===== config.mk =====
export PLATFORM = sky130hd
export DESIGN_NAME = csa_add_sched
export DESIGN_NICKNAME = d
export VERILOG_FILES = /design/src/rtl/csa_add_sched_pkg.sv /design/src/rtl/csa_add_sched_rr_arb2.sv /design/src/rtl/csa_add_sched.sv
export SDC_FILE = /design/constraint.sdc
export NUM_CORES = 1
export LEC_CHECK = 0
export BUFFER_PORTS_ARGS = -buffer_cell sky130_fd_sc_hd__buf_4
export CAP_MARGIN = 25
export CORE_AREA = 3 3 169 171
export DETAILED_ROUTE_END_ITERATION = 12
export DIE_AREA = 0 0 172 174
export HOLD_SLACK_MARGIN = 0.1
export PLACE_DENSITY = 0.75
export SETUP_SLACK_MARGIN = 0.5
export SKIP_CTS_REPAIR_TIMING = 1
export SLEW_MARGIN = 15
export SYNTH_ARGS = -nofsm -noshare
export SYNTH_HDL_FRONTEND = slang
export SYNTH_HIERARCHICAL = 1
export SYNTH_SLANG_ARGS = --single-unit

===== constraint.sdc =====
create_clock -name clk -period 2 [get_ports clk]
set_input_delay 0.4 -clock clk [delete_from_list [all_inputs] [get_ports clk]]
set_output_delay 0.4 -clock clk [all_outputs]
set_load 0.02 [all_outputs]

===== src/rtl/csa_add_sched_pkg.sv =====
// Shared constants and state type for the carry-select adder scheduler.
package csa_add_sched_pkg;

  localparam int DEFAULT_WIDTH = 32;

  typedef enum logic [1:0] {
    S_IDLE = 2'd0,
    S_LOW  = 2'd1,
    S_HIGH = 2'd2,
    S_RESP = 2'd3
  } state_t;

endpackage


===== src/rtl/csa_add_sched_rr_arb2.sv =====
// Two-way round-robin arbiter: the requester that was not granted last wins a tie.
module rr_arb2 (
  input  logic [1:0] req,
  input  logic       last_grant,
  input  logic       enable,
  output logic [1:0] gnt
);

  always_comb begin
    gnt    = '0;
    gnt[0] = enable & req[0] & (~req[1] | last_grant);
    gnt[1] = enable & req[1] & (~req[0] | ~last_grant);
  end

endmodule


===== src/rtl/csa_add_sched.sv =====
// Shares one external WIDTH-bit adder between two requesters, running narrow
// adds in one pass and wide adds in two carry-chained passes.
module csa_add_sched
  import csa_add_sched_pkg::*;
#(
  parameter int WIDTH = DEFAULT_WIDTH
) (
  input  logic                 clk,
  input  logic                 rst_n,
  input  logic [1:0]           req_valid,
  output logic [1:0]           req_ready,
  input  logic [1:0]           req_wide,
  input  logic [2*WIDTH-1:0]   req_a0,
  input  logic [2*WIDTH-1:0]   req_b0,
  input  logic                 req_cin0,
  input  logic [2*WIDTH-1:0]   req_a1,
  input  logic [2*WIDTH-1:0]   req_b1,
  input  logic                 req_cin1,
  output logic [WIDTH-1:0]     add_a,
  output logic [WIDTH-1:0]     add_b,
  output logic                 add_cin,
  input  logic [WIDTH-1:0]     add_sum,
  input  logic                 add_cout,
  output logic                 rsp_valid,
  input  logic                 rsp_ready,
  output logic                 rsp_id,
  output logic [2*WIDTH-1:0]   rsp_sum,
  output logic                 rsp_cout
);

  state_t state, state_nxt;

  logic [2*WIDTH-1:0] a_q, b_q;
  logic [WIDTH-1:0]   sum_lo, sum_hi;
  logic               cin_q, wide_q, id_q, carry_q, last_grant;
  logic               idle;
  logic [1:0]         gnt;

  assign idle = (state == S_IDLE);

  rr_arb2 u_arb (
    .req        (req_valid),
    .last_grant (last_grant),
    .enable     (idle),
    .gnt        (gnt)
  );

  assign req_ready = gnt;

  always_comb begin
    state_nxt = state;
    case (state)
      S_IDLE: if (|gnt) state_nxt = S_LOW;
      S_LOW:  state_nxt = wide_q ? S_HIGH : S_RESP;
      S_HIGH: state_nxt = S_RESP;
      S_RESP: if (rsp_ready) state_nxt = S_IDLE;
      default: state_nxt = S_IDLE;
    endcase
  end

  always_comb begin
    add_a   = '0;
    add_b   = '0;
    add_cin = 1'b0;
    case (state)
      S_LOW: begin
        add_a   = a_q[WIDTH-1:0];
        add_b   = b_q[WIDTH-1:0];
        add_cin = cin_q;
      end
      S_HIGH: begin
        add_a   = a_q[2*WIDTH-1:WIDTH];
        add_b   = b_q[2*WIDTH-1:WIDTH];
        add_cin = carry_q;
      end
      default: ;
    endcase
  end

  always_ff @(posedge clk) begin
    if (!rst_n) begin
      state      <= S_IDLE;
      a_q        <= '0;
      b_q        <= '0;
      cin_q      <= 1'b0;
      wide_q     <= 1'b0;
      id_q       <= 1'b0;
      carry_q    <= 1'b0;
      sum_lo     <= '0;
      sum_hi     <= '0;
      last_grant <= 1'b1;
    end else begin
      state <= state_nxt;
      case (state)
        S_IDLE: begin
          if (|gnt) begin
            a_q    <= gnt[1] ? req_a1   : req_a0;
            b_q    <= gnt[1] ? req_b1   : req_b0;
            cin_q  <= gnt[1] ? req_cin1 : req_cin0;
            wide_q <= gnt[1] ? req_wide[1] : req_wide[0];
            id_q   <= gnt[1];
            // cleared here so a narrow result never shows a stale upper half
            sum_hi <= '0;
          end
        end
        S_LOW: begin
          sum_lo  <= add_sum;
          carry_q <= add_cout;
        end
        S_HIGH: begin
          sum_hi  <= add_sum;
          carry_q <= add_cout;
        end
        S_RESP: if (rsp_ready) last_grant <= id_q;
        default: ;
      endcase
    end
  end

  assign rsp_valid = (state == S_RESP);
  assign rsp_id    = id_q;
  assign rsp_sum   = {sum_hi, sum_lo};
  assign rsp_cout  = carry_q;

endmodule


**Word-level counts from Yosys, hierarchy flattened**

Cells that the tools add are included.

- Register bits after elaboration: 199
- Output and inout port bits: 134

- Eq/ne operators: 5
- Muxes and demuxes: 13
- Bitwise operators: 9
- Reduce and logical (&&, ||, !) cells: 8

Operators by type and width:

| kind | count |
|---|---|
| $pmux W32 S2 | 3 |
| $mux W64 | 2 |
| $mux W32 | 1 |
| $pmux W2 S4 | 1 |
| $reduce_and A2 Y1 | 4 |
| $and A1 B1 Y1 | 4 |
| $eq A2 B2 Y1 const B | 2 |
| $mux W2 | 2 |
| $reduce_or A2 Y1 | 2 |
| $mux W1 | 3 |
| $not A1 Y1 | 3 |
| $eq A2 B1 Y1 const B | 1 |
| $logic_not A2 Y1 | 1 |
| $ne A2 B1 Y1 const B | 1 |
| $ne A2 B2 Y1 const B | 1 |
| $or A1 B1 Y1 | 2 |
| $pmux W1 S2 | 1 |
| $reduce_bool A2 Y1 | 1 |

**Longest topological paths before layout**

- Word-level depth: 6
- Depth in mapped cells: 11
- Gate-level depth less buffers: 7

**Modules after synthesis**

Netlist, hierarchy kept.

Modules (own cells, without submodules):

| module | instances | cells each | area each (um2) | seq. area each (um2) |
|---|---|---|---|---|
| csa_add_sched | 1 | 1,011 | 9,972.1 | 3,983.8 |
| rr_arb2 | 1 | 5 | 21.3 | 0.0 |

**Worst setup path after synthesis**

No wires, ideal clock.

- Path kind: flip-flop to flip-flop
- Start point: reg state[0]
- End point: reg b_q[15]
- Arrival: 2.127 ns
- Required time: 1.884 ns
- Setup slack: -0.243 ns
- Stages on the path, launching flop included: 11
- Path buffers: 3
- Cells stage by stage: dfxtp_1 -> inv_1 -> ha_1 -> nand2_1 -> a21oi_1 -> buf_6 -> buf_6 -> buf_2 -> mux2i_1 -> nand2_1 -> o211a_1

- Cells in the longest elaborated chain, start to end: 5
- Elaborated cells on any way between the ends: 8
- Classes of those cells: 1 x mux; 4 x bitwise; 3 x reduce/logical

RTL lines:

| element | line | RTL |
|---|---|---|
| start, declared | csa_add_sched.sv:31 | `state_t state, state_nxt;` |
| start signal, assigned | csa_add_sched.sv:93 | `state <= state_nxt;` |
| $logic_not A2 Y1 (*) | csa_add_sched.sv:39 | `assign idle = (state == S_IDLE);` |
| net idle | csa_add_sched.sv:36 | `logic idle;` |
| $and A1 B1 Y1 (*) (2 in series) | csa_add_sched_rr_arb2.sv:12 | `gnt[1] = enable & req[1] & (~req[0] \| ~last_grant);` |
| net req_ready[1] | csa_add_sched.sv:11 | `output logic [1:0] req_ready,` |
| $reduce_or A2 Y1 | csa_add_sched.sv:96 | `if (\|gnt) begin` |
| $reduce_and A2 Y1 (no line) | - |  |
| end signal, assigned | csa_add_sched.sv:98 | `b_q <= gnt[1] ? req_b1 : req_b0;` |
| end, declared | csa_add_sched.sv:33 | `logic [2*WIDTH-1:0] a_q, b_q;` |

Mark *: on every way through the listed nets, which the timed path passes. The rest lies on a longest branch.
A chain may end at the register's enable or synchronous reset.

**Final worst setup path**

- Start point: reg state[1]
- End point: out add_b[20]

- Cells in the longest elaborated chain, start to end: 2
- Elaborated cells on any way between the ends: 3
- Classes of those cells: 2 x eq/ne; 1 x mux

RTL lines:

| element | line | RTL |
|---|---|---|
| $eq A2 B2 Y1 / $eq A2 B1 Y1 (equally long branches) | csa_add_sched.sv:65 | `case (state)` |
| $pmux W32 S2 (*) | csa_add_sched.sv:65 |  |
| end, declared | csa_add_sched.sv:20 | `output logic [WIDTH-1:0] add_b,` |

Every way passes the cells marked *; elsewhere a longest branch is shown, timed or not.

==> impl_metrics.toml <==
[status]
outcome = "finished with violations"
violations = "negative setup slack"

[pwr]
p_total_mw = 23.7
p_switching_mw = 8.88
pwr-share-clk_pct = 15.3
p_per_area_mw_per_mm2 = 1370
ir_worst_vdd_mv = 0.643
power_frac_seq_pct = 25.9
power.share.combinational_pct = 58.9
p_int_mw = 14.8
switching_share_pct = 37.5
leakage_nw = 8.31

[synth]
postSynthCellCount = 1016
synth.area.mux_share_pct = 19.5
synth_top_family_by_area = "multiplexers"
synthSimpleGateAreaFrac_pct = 14.7
synth.distinct_cells = 25
postSynthAreaPerCell_um2 = 9.84
syn-num-nets = 1320
synthAdderAreaFrac_pct = 0.751
ys_ff_latch = 199
synthXorXnorAreaFrac_pct = 0
synth-seq-area-share_pct = 39.9
synth-compound-area-share_pct = 18.5
synth_area_mm2 = 0.00999
yosys_warnings = 6

[timing]
period_needed_ns = 2.25
max-slew-margin-rel_pct = 68.1
finalHoldViolCount = 0
fin_skew_ns = 0.0163
setup_tns_ns = -16.77
finalSetupViolations = 143
rsz0062_at_grt = "yes"
tightestPinTransition_ns = 0.479
slew_violations = 0
period_share_pct = 113
hold_slack_ns = 0.232
fin_ws_ns = -0.253
max_freq_mhz = 444

[routing]
viasPerCell = 5.28
wl_per_cell_um = 20.4
met3_length_mm = 2.71
drc = 0
dr.pass1.iters = 6
vias = 9765
finalWirelength_mm = 37.8
drt_iter0_markers = 584
met1_length_mm = 14.9
ant_nets = 0
wl_met2_mm = 19.3
top_layer = "met4"

[placed_design]
pre_cts_slack_ns = -0.0430
gp_congestion = 0.792
hpwl_mm = 23.4
io_buffers = 431
post_dp_cell_area_mm2 = 0.0141

[hold_path]
hp-class = "in -> reg"
holdPathStages = 3
holdPathEnd = "sum_hi[6]"
min_from = "add_sum[6]"

[finish]
final_area_mm2 = 0.0172
final_common_cell = "buf_4"
fin_nets = 1801
final_cell_mix = "417 x buf_4, 197 x dfxtp_1, 152 x nand2_1, 141 x mux2i_1, 130 x o211a_1"
drive_gt1_share_pct = 53.0
area_growth_pct = 72.6
n_antenna_cell = 0

[global_route]
grt_pass1_vias = 8799
antenna_found_initial = 0
grt_pass1_wl_mm = 46.8
grtUsageTotal_pct = 19.5
gr-total-overflow = 0
grt_max_degree = 89

[critical_path]
reg2reg_slack_ns = -0.21
crit_type = "reg -> out"
path_max_fanout = 7
critPathLaunchType = "flip-flop"
reg2reg_depth = 13
crit_chain = "inv_4 -> ha_4 -> buf_12 -> buf_16 -> a22oi_2 -> nor2b_4 -> buf_6"
slowest_stage = "dfxtp_4"
required_ns = 1.60
slowest_delay_ns = 0.38
cp.arrival_ns = 1.85
end_kind = "output port"
r2r-end = "b_q[34]"
reg2reg_from = "state[1]"

[floorplanning]
num_rows = 60
dieArea_mm2 = 0.0299
die-width_um = 172
io-pin-count = 432
initial_core_util_pct = 37.0
coreArea_mm2 = 0.0270
die_h_um = 174

[clocking]
cts_made_buffers = 17
cts_max_level = 4
clk_latency_ns = 0.43
cts_buffer_depth = 2
cts_root_buffer = "clkbuf_16"
cts.sinks = 199
cts_tree = "built"
cts.reportedPaths.clkPinSlew_ns = 0.08

[job]
cap_violations = 0
sequential cells by signal (all words and copies together) (netlist names):
name and cells:
wide_q 1, state 2, b_q 64, sum_lo 32, rsp_id 1, sum_hi 32
rsp_cout 1, last_grant 1, cin_q 1, a_q 64
cells in the mapped netlist:
library cell / instances / share of area [%]
inv_1: 3 / 0.11
o21a_1: 1 / 0.075
o211ai_1: 1 / 0.075
o31ai_1: 1 / 0.075
nor3b_4: 1 / 0.19
nor2b_1: 101 / 6.3
a22oi_1: 66 / 5.0
a21oi_1: 3 / 0.15
buf_2: 21 / 1.1
buf_1: 1 / 0.038
o21bai_1: 1 / 0.075
clkbuf_1: 50 / 1.9
dfxtp_1: 199 / 40
nor2_1: 1 / 0.038
or3_1: 1 / 0.063
ha_1: 6 / 0.75
nand2_1: 168 / 6.3
nand3_1: 34 / 1.7
o41ai_1: 1 / 0.088
o211a_1: 130 / 13
buf_12: 3 / 0.60
mux2i_1: 195 / 20
nand2b_1: 1 / 0.063
buf_6: 25 / 2.8
buf_4: 2 / 0.15
routing by layer:
metal | global-route usage [%] | up-vias
met4 | 5.22 | 0
met3 | 4.34 | 47
met2 | 34.3 | 400
met1 | 23.9 | 4701
met5 | 0 | -
li1 | - | 4617
kinds of logic (layout without fill, tap and decap cells):
| kind of cell | after synthesis | in the layout |
|---|---|---|
| buffers and inverters | 105 | 599 |
| adders and majority gates | 6 | 6 |
| DFF | 199 | 199 |
| and+or+nand+nor | 307 | 307 |
| muxes | 195 | 195 |
| AOI/OAI and AO/OA | 204 | 204 |
through the flow:
stage | cells | util [%]
floorplan | 1016 | -
global placement | 1734 | 52.3
detailed placement | 1734 | 52.3
CTS | 1766 | 54.6
global route | 1851 | 63.8
finish | 1851 | 63.8
critical path, delay by kind of cell (launching register included):
family          cells  cell delay (ns)
fa+ha+maj           1             0.18
simple gates        1             0.07
flops               1             0.38
compound gates      1             0.29
buf+inv             4             0.48
power groups by stage:
stage / Clock [mW] / Combinational [mW] / Sequential (mW)
after floorplan: 0 / 7.15 / 6.15
after global placement: 0 / 9.18 / 6.08
after detailed placement: 0 / 9.30 / 6.12
after CTS: 3.68 / 9.32 / 6.04
after global routing: 3.87 / 14.6 / 6.26
final: 3.61 / 13.9 / 6.12
how the worst max path moves through the flow:
stage                    to  slack (ns)  depth (start not counted)  startpoint
3_5_place_dp        a_q[25]       -0.04                          9    state[0]
2_1_floorplan        a_q[0]        0.24                         11    state[1]
3_3_place_gp        a_q[25]       0.008                          9    state[0]
4_1_cts        req_ready[1]       -0.33                          7    state[0]
6_report          add_b[20]       -0.25                          7    state[1]
5_1_grt             b_q[27]       -0.31                         13    state[1]
layout make-up:
type | count | area, um2
fill | 2091 | 9780
multi-input combinational | 712 | 6550
timing repair buffer | 564 | 5640
sequential | 199 | 3990
clock buffer | 18 | 439
tap | 341 | 427
clock inverter | 14 | 180
inverter | 3 | 18.8
No activity file was read; power rests on OpenSTA's default activity.
